--- src/rtl/mem_interconnect_pkg.sv ---
// Slave address map, state encoding and sizing helpers for the memory interconnect.
package mem_interconnect_pkg;

    localparam int NSLV_MAX = 6;

    // Slave windows are half-open: base <= addr < top.
    localparam logic [31:0] ROM_BASE   = 32'h0000_0000;
    localparam logic [31:0] ROM_TOP    = 32'h0001_0000;
    localparam logic [31:0] PRINT_BASE = 32'h1000_0000;
    localparam logic [31:0] PRINT_TOP  = 32'h1000_1000;
    localparam logic [31:0] CLINT_BASE = 32'h0200_0000;
    localparam logic [31:0] CLINT_TOP  = 32'h0201_0000;
    localparam logic [31:0] CLIC_BASE  = 32'h0300_0000;
    localparam logic [31:0] CLIC_TOP   = 32'h0301_0000;
    localparam logic [31:0] BRAM_BASE  = 32'h8000_0000;
    localparam logic [31:0] BRAM_TOP   = 32'h8010_0000;
    localparam logic [31:0] SPARE_BASE = 32'h9000_0000;
    localparam logic [31:0] SPARE_TOP  = 32'h9000_1000;

    // Indexed by slave number: 0 rom, 1 print, 2 clint, 3 clic, 4 bram, 5 spare.
    localparam logic [NSLV_MAX-1:0][31:0] slv_base_addr =
        {SPARE_BASE, BRAM_BASE, CLIC_BASE, CLINT_BASE, PRINT_BASE, ROM_BASE};
    localparam logic [NSLV_MAX-1:0][31:0] slv_top_addr =
        {SPARE_TOP, BRAM_TOP, CLIC_TOP, CLINT_TOP, PRINT_TOP, ROM_TOP};

    typedef enum logic [1:0] {
        IDLE  = 2'd0,
        ISSUE = 2'd1,
        WAIT  = 2'd2,
        RESP  = 2'd3
    } ic_state_t;

    // Width of a slave index; never zero so a single-slave build still has a select bit.
    function automatic int sel_width(input int n);
        return (n > 1) ? $clog2(n) : 1;
    endfunction

endpackage

--- src/rtl/mem_interconnect_decode.sv ---
// Combinational address decoder: host_addr match first, then lowest matching slave window.
module ic_decode
    import mem_interconnect_pkg::*;
#(
    parameter int NSLV     = 6,
    parameter int HOST_SLV = 4,
    parameter int SEL_W    = sel_width(NSLV)
) (
    input  logic [31:0]      addr,
    input  logic [31:0]      host_addr,
    output logic             hit,
    output logic [SEL_W-1:0] sel,
    output logic [31:0]      offset
);

    // Priority decode; the tohost address is not rebased so the host sees offset 0.
    always_comb begin
        hit    = 1'b0;
        sel    = '0;
        offset = '0;
        if (addr == host_addr) begin
            hit    = 1'b1;
            sel    = SEL_W'(HOST_SLV);
            offset = '0;
        end else begin
            for (int i = 0; i < NSLV; i++) begin
                if (!hit && addr >= slv_base_addr[i] && addr < slv_top_addr[i]) begin
                    hit    = 1'b1;
                    sel    = SEL_W'(i);
                    offset = addr - slv_base_addr[i];
                end
            end
        end
    end

endmodule

--- src/rtl/mem_interconnect.sv ---
// Sequential decode / issue / wait / respond controller for the shared memory bus.
module mem_interconnect
    import mem_interconnect_pkg::*;
#(
    parameter int NSLV     = 6,
    parameter int HOST_SLV = 4,
    parameter int TIMEOUT  = 255
) (
    input  logic                 clock,
    input  logic                 reset,
    input  logic [31:0]          host_addr,
    input  logic                 memory_valid,
    input  logic                 memory_instr,
    input  logic [31:0]          memory_addr,
    input  logic [31:0]          memory_wdata,
    input  logic [3:0]           memory_wstrb,
    output logic [31:0]          memory_rdata,
    output logic                 memory_error,
    output logic                 memory_ready,
    output logic [NSLV-1:0]      slv_valid,
    output logic                 slv_instr,
    output logic [31:0]          slv_addr,
    output logic [31:0]          slv_wdata,
    output logic [3:0]           slv_wstrb,
    input  logic [NSLV*32-1:0]   slv_rdata,
    input  logic [NSLV-1:0]      slv_ready
);

    localparam int SEL_W = sel_width(NSLV);
    localparam int CNT_W = (TIMEOUT > 0) ? $clog2(TIMEOUT + 1) : 1;
    localparam logic [CNT_W-1:0] CNT_LAST = CNT_W'((TIMEOUT > 0) ? TIMEOUT - 1 : 0);
    localparam logic [CNT_W-1:0] CNT_MAX  = '1;

    ic_state_t        state, state_nxt;
    logic [CNT_W-1:0] cnt;
    logic [SEL_W-1:0] sel_q;
    logic [31:0]      addr_q, wdata_q, rdata_q;
    logic [3:0]       wstrb_q;
    logic             instr_q, err_q;

    logic             dec_hit;
    logic [SEL_W-1:0] dec_sel;
    logic [31:0]      dec_offset;
    logic             sel_ready;
    logic [31:0]      sel_rdata;
    logic             timeout_hit;

    ic_decode #(.NSLV(NSLV), .HOST_SLV(HOST_SLV), .SEL_W(SEL_W)) u_decode (
        .addr      (memory_addr),
        .host_addr (host_addr),
        .hit       (dec_hit),
        .sel       (dec_sel),
        .offset    (dec_offset)
    );

    // Pick out the selected slave's reply; other slaves' readies never reach the FSM.
    always_comb begin
        sel_ready = 1'b0;
        sel_rdata = '0;
        for (int i = 0; i < NSLV; i++) begin
            if (sel_q == SEL_W'(i)) begin
                sel_ready = slv_ready[i];
                sel_rdata = slv_rdata[32*i +: 32];
            end
        end
    end

    assign timeout_hit = (TIMEOUT != 0) && (cnt == CNT_LAST);

    // State register.
    always_ff @(posedge clock or negedge reset) begin
        if (!reset) state <= IDLE;
        else        state <= state_nxt;
    end

    // Next-state logic; a reply in the timeout cycle takes priority.
    always_comb begin
        state_nxt = state;
        case (state)
            IDLE:    if (memory_valid) state_nxt = dec_hit ? ISSUE : RESP;
            ISSUE:   state_nxt = WAIT;
            WAIT:    if (sel_ready || timeout_hit) state_nxt = RESP;
            RESP:    state_nxt = IDLE;
            default: state_nxt = IDLE;
        endcase
    end

    // Request capture, wait counter and response registers.
    always_ff @(posedge clock or negedge reset) begin
        if (!reset) begin
            cnt     <= '0;
            sel_q   <= '0;
            addr_q  <= '0;
            wdata_q <= '0;
            wstrb_q <= '0;
            instr_q <= 1'b0;
            rdata_q <= '0;
            err_q   <= 1'b0;
        end else begin
            case (state)
                IDLE: if (memory_valid) begin
                    instr_q <= memory_instr;
                    wdata_q <= memory_wdata;
                    wstrb_q <= memory_wstrb;
                    sel_q   <= dec_sel;
                    addr_q  <= dec_offset;
                    err_q   <= !dec_hit;
                    rdata_q <= '0;
                end
                ISSUE: cnt <= '0;
                WAIT: begin
                    if (sel_ready) begin
                        rdata_q <= sel_rdata;
                        err_q   <= 1'b0;
                    end else begin
                        if (cnt != CNT_MAX) cnt <= cnt + 1'b1;
                        if (timeout_hit) begin
                            err_q   <= 1'b1;
                            rdata_q <= '0;
                        end
                    end
                end
                default: ;
            endcase
        end
    end

    // One-hot request strobe for the selected slave, only in ISSUE.
    always_comb begin
        slv_valid = '0;
        if (state == ISSUE) begin
            for (int i = 0; i < NSLV; i++) slv_valid[i] = (sel_q == SEL_W'(i));
        end
    end

    assign slv_instr    = instr_q;
    assign slv_addr     = addr_q;
    assign slv_wdata    = wdata_q;
    assign slv_wstrb    = wstrb_q;
    assign memory_ready = (state == RESP);
    assign memory_error = (state == RESP) && err_q;
    assign memory_rdata = ((state == RESP) && !err_q) ? rdata_q : 32'h0;

endmodule

--- config.mk ---
export PLATFORM = sky130hd
export DESIGN_NAME = mem_interconnect
export DESIGN_NICKNAME = d
export VERILOG_FILES = /design/src/rtl/mem_interconnect_pkg.sv /design/src/rtl/mem_interconnect_decode.sv /design/src/rtl/mem_interconnect.sv
export SDC_FILE = /design/constraint.sdc
export NUM_CORES = 1
export LEC_CHECK = 0
export CELL_PAD_IN_SITES_DETAIL_PLACEMENT = 2
export CELL_PAD_IN_SITES_GLOBAL_PLACEMENT = 2
export CORE_MARGIN = 2
export CORE_UTILIZATION = 21
export CTS_CLUSTER_SIZE = 12
export DETAILED_ROUTE_END_ITERATION = 6
export PLACE_DENSITY_LB_ADDON = 0.1
export SLEW_MARGIN = 20
export SYNTH_ARGS = -nofsm -noshare
export SYNTH_HDL_FRONTEND = slang
export SYNTH_HIERARCHICAL = 1
export SYNTH_SLANG_ARGS = --single-unit
--- constraint.sdc ---
create_clock -name clock -period 1.77 [get_ports clock]
set_clock_uncertainty 0.05 [all_clocks]
set_input_delay 0.531 -clock clock [delete_from_list [all_inputs] [get_ports clock]]
set_output_delay 0.531 -clock clock [all_outputs]
set_load 0.02 [all_outputs]
==> results.cfg <==
[run_status]
status = finished with violations
violations = setup timing

[critical_path]
crit_path_cell_trace = buf_8 -> buf_12 -> nor4_4 -> buf_4 -> nand3_4 -> o31ai_4 -> o2111ai_4 -> buf_12 -> buf_8 -> or3_4 -> a21oi_2 -> mux2_4
cp_data_required_time_ns = 2.09
path_class = in2reg
cp-start-kind = input pin
slowest_delay_ns = 0.36
cp_slowest_cell = or3_4
critical_path.top_delay_family = simple AND/OR/NAND/NOR gates
critPathArrivalTime_ns = 2.81
cp_num_buf_inv = 5
end_kind = flip-flop
cp_max_fo = 7

[die]
die_h_um = 196.9
die_area_mm2 = 0.03877
start_util_pct = 21.34
rows = 70
num_io_pins = 411
core_mm2 = 0.03661
die_w_um = 196.9

[yosys]
ys_warn_count = 6
ys_ff_latch = 115
synth-edff-count = 0
netlist_instances = 769
synthArstFlopShare_pct = 100.0
syn_nets = 1087
synth_area_mm2 = 0.007814
syn_avg_cell_area_um2 = 10.16
synth_ff_type = dfrtp_1
yosysSeqAreaShare_pct = 36.83
yosysUniqueCellTypes = 77

[sta]
max_slew_margin_pct = 66.68
setup_violations = 152
tns_ns = -55.64
min_period_ns = 2.483
worst_pin_slew_ns = 0.4979
hold_viol_final = 0
setup_ws_ns = -0.7126
rsz0062_at_grt = yes
timing.final.crit_share_pct = 140.3
finalMaxSlewViolations = 0
fmax_mhz = 402.8

[cts]
tritoncts = yes
cts_buffers = 17
root_buffer = clkbuf_16
cts_max_path_buffers = 2
clk_pin_slew_worst_paths_ns = 0.06
clkLatencyLatePin_ns = 0.43
numClockSinks = 115
h-tree-depth = 4

[min_path]
worstHoldPathType = reg2reg

[global_routing]
grt_pass1_wl_um = 65520
grt_max_degree = 34
grt_use_total_pct = 22.82
grt_pass1_vias = 10010
antenna_found_initial = 7
grt_overflow = 0

[cells_and_area]
nets = 1684
post-route-cell-area_mm2 = 0.01671
area_growth_pct = 113.9
drive_gt1_share_pct = 43.07
most-common-layout-cells = 262 x clkdlybuf4s50_1, 130 x buf_4, 112 x dfrtp_1
stdcell_count = 1853
layout_commonest_cell = clkdlybuf4s50_1

[route]
viasPerCell = 4.744
vias = 8791
wirelength_um = 45960
drtIter0Drc = 262
drtPass1Iterations = 6
routedWlPerCell_um = 24.80
drc = 0
ant_nets = 0

[flow_run]
drv_cap = 0

[power]
total_power_uw = 20670
leakagePower_uw = 0.007118
p_per_area_mw_per_mm2 = 1237
vdd_drop_max_uv = 571.1

[place]
dpl-instance-area_mm2 = 0.01378
placedCellCount = 1740
gp_congestion = 0.7817
port_buffers = 410
pre_cts_ws_ns = -1.689
dp_hpwl_um = 31580
-- report_power, final --
part	switching (uW)	internal, uW	leakage, uW	total [uW]
clock	1500	2120	0.000285	3620
combinational	5990	6360	0.00535	12300
sequential	893	3810	0.00149	4710
total	8390	12300	0.00712	20700
-- area by class of cell --
type / count / area (um^2)
Timing Repair Buffer: 627 / 6456
Clock buffer: 17 / 425.4
Sequential cell: 115 / 2884
Fill cell: 3737 / 19900
Tap cell: 468 / 585.6
Clock inverter: 15 / 175.2
Multi-Input combinational cell: 591 / 6091
Inverter: 14 / 78.83
Antenna cell: 6 / 15.01
-- Yosys cell counts (all sizes together) (2+ instances only) --
cell type / n / area [um^2]
and4: 2 / 18.77
ha: 16 / 200.2
nand2: 25 / 96.35
nor4: 17 / 131.4
mux2i: 102 / 1021
o21ai: 8 / 43.79
or2: 3 / 18.77
o211ai: 3 / 27.52
or4: 2 / 18.77
nor2: 85 / 324.1
buf: 23 / 157.7
and4bb: 2 / 25.02
nand2b: 3 / 18.77
a311oi: 2 / 17.52
xnor2: 2 / 17.52
o311ai: 2 / 35.04
a211oi: 4 / 35.03
o31ai: 4 / 40.03
and2: 59 / 369.1
nor2b: 6 / 40.04
o22ai: 35 / 219.0
xor2: 32 / 280.3
nor3: 6 / 30.03
mux2: 72 / 810.8
dfrtp: 115 / 2878
a31oi: 2 / 27.53
a2bb2oi: 2 / 23.77
and3: 4 / 26.28
a21oi: 13 / 68.82
nand3: 11 / 55.05
nand4: 7 / 43.79
o2bb2ai: 32 / 280.3
o21a: 2 / 15.01
nor3b: 4 / 35.03
a41oi: 2 / 25.03
or3: 3 / 20.02
inv: 14 / 52.55
clkbuf: 26 / 97.59
nand3b: 2 / 15.01
-- timing repair --
action / 4_1_cts / 5_1_grt
setup endpoints to repair: 220 / 176
cloned: 17 / 2
pin swaps: 81 / 37
resized for setup: 615 / 147
endpoints found under the hold margin: 29 / 0
setup buffers: 51 / 19
hold buffers: 1 / 0
-- worst register-to-register path: stages, from the launching register on --
cell and delay (ns):
dfrtp_4 0.50, buf_12 0.15, mux2i_1 0.11, o21a_2 0.23, o211ai_4 0.28, o21ai_4 0.14
buf_6 0.15, buf_12 0.15, o2bb2ai_1 0.13
-- stage by stage --
step	hold WS (ns)	utilization, %
6_report	0.4463	45.65
5_1_grt	0.4583	45.63
4_1_cts	0.4373	44.08
3_5_place_dp	0.4158	37.64
3_3_place_gp	0.4132	37.64
2_1_floorplan	0.1854	-
-- worst paths after layout --
check                                 from           end  slack [ns]  cells after the start
min reg2reg                     rdata_q[6]    rdata_q[6]        0.45                      1
max                        memory_addr[21]  slv_addr[26]       -0.71                     12
max in group asynchronous            reset  slv_wdata[2]        0.53                      3
min                             rdata_q[6]    rdata_q[6]        0.45                      1
min in group asynchronous            reset    rdata_q[5]        0.58                      2
max reg2reg                       sel_q[1]   rdata_q[20]       -0.23                      8
-- kinds of logic after synthesis --
family,count (synthesis),synth area share [%]
xor+xnor,34,3.811
simple gates,244,16.89
buf+inv,63,3.939
mux,174,23.44
fa+ha+maj,16,2.562
flops,115,36.83
compound gates,123,12.52
-- flip-flops by register name, summed over array words and instances, names as in the netlist --
name and flops:
state 2, cnt 8, slv_instr 1, sel_q 3, slv_wdata 32, rdata_q 32
err_q 1, slv_addr 32, slv_wstrb 4
-- layer usage --
metal	vias up	routed length, um	global-route usage (%)
li1	4009	-	-
met1	4437	17620	25.40
met2	293	24600	42.99
met3	48	2904	5.835
met4	4	814	5.709
met5	-	26	0
No activity file was read; power rests on OpenSTA's default activity.
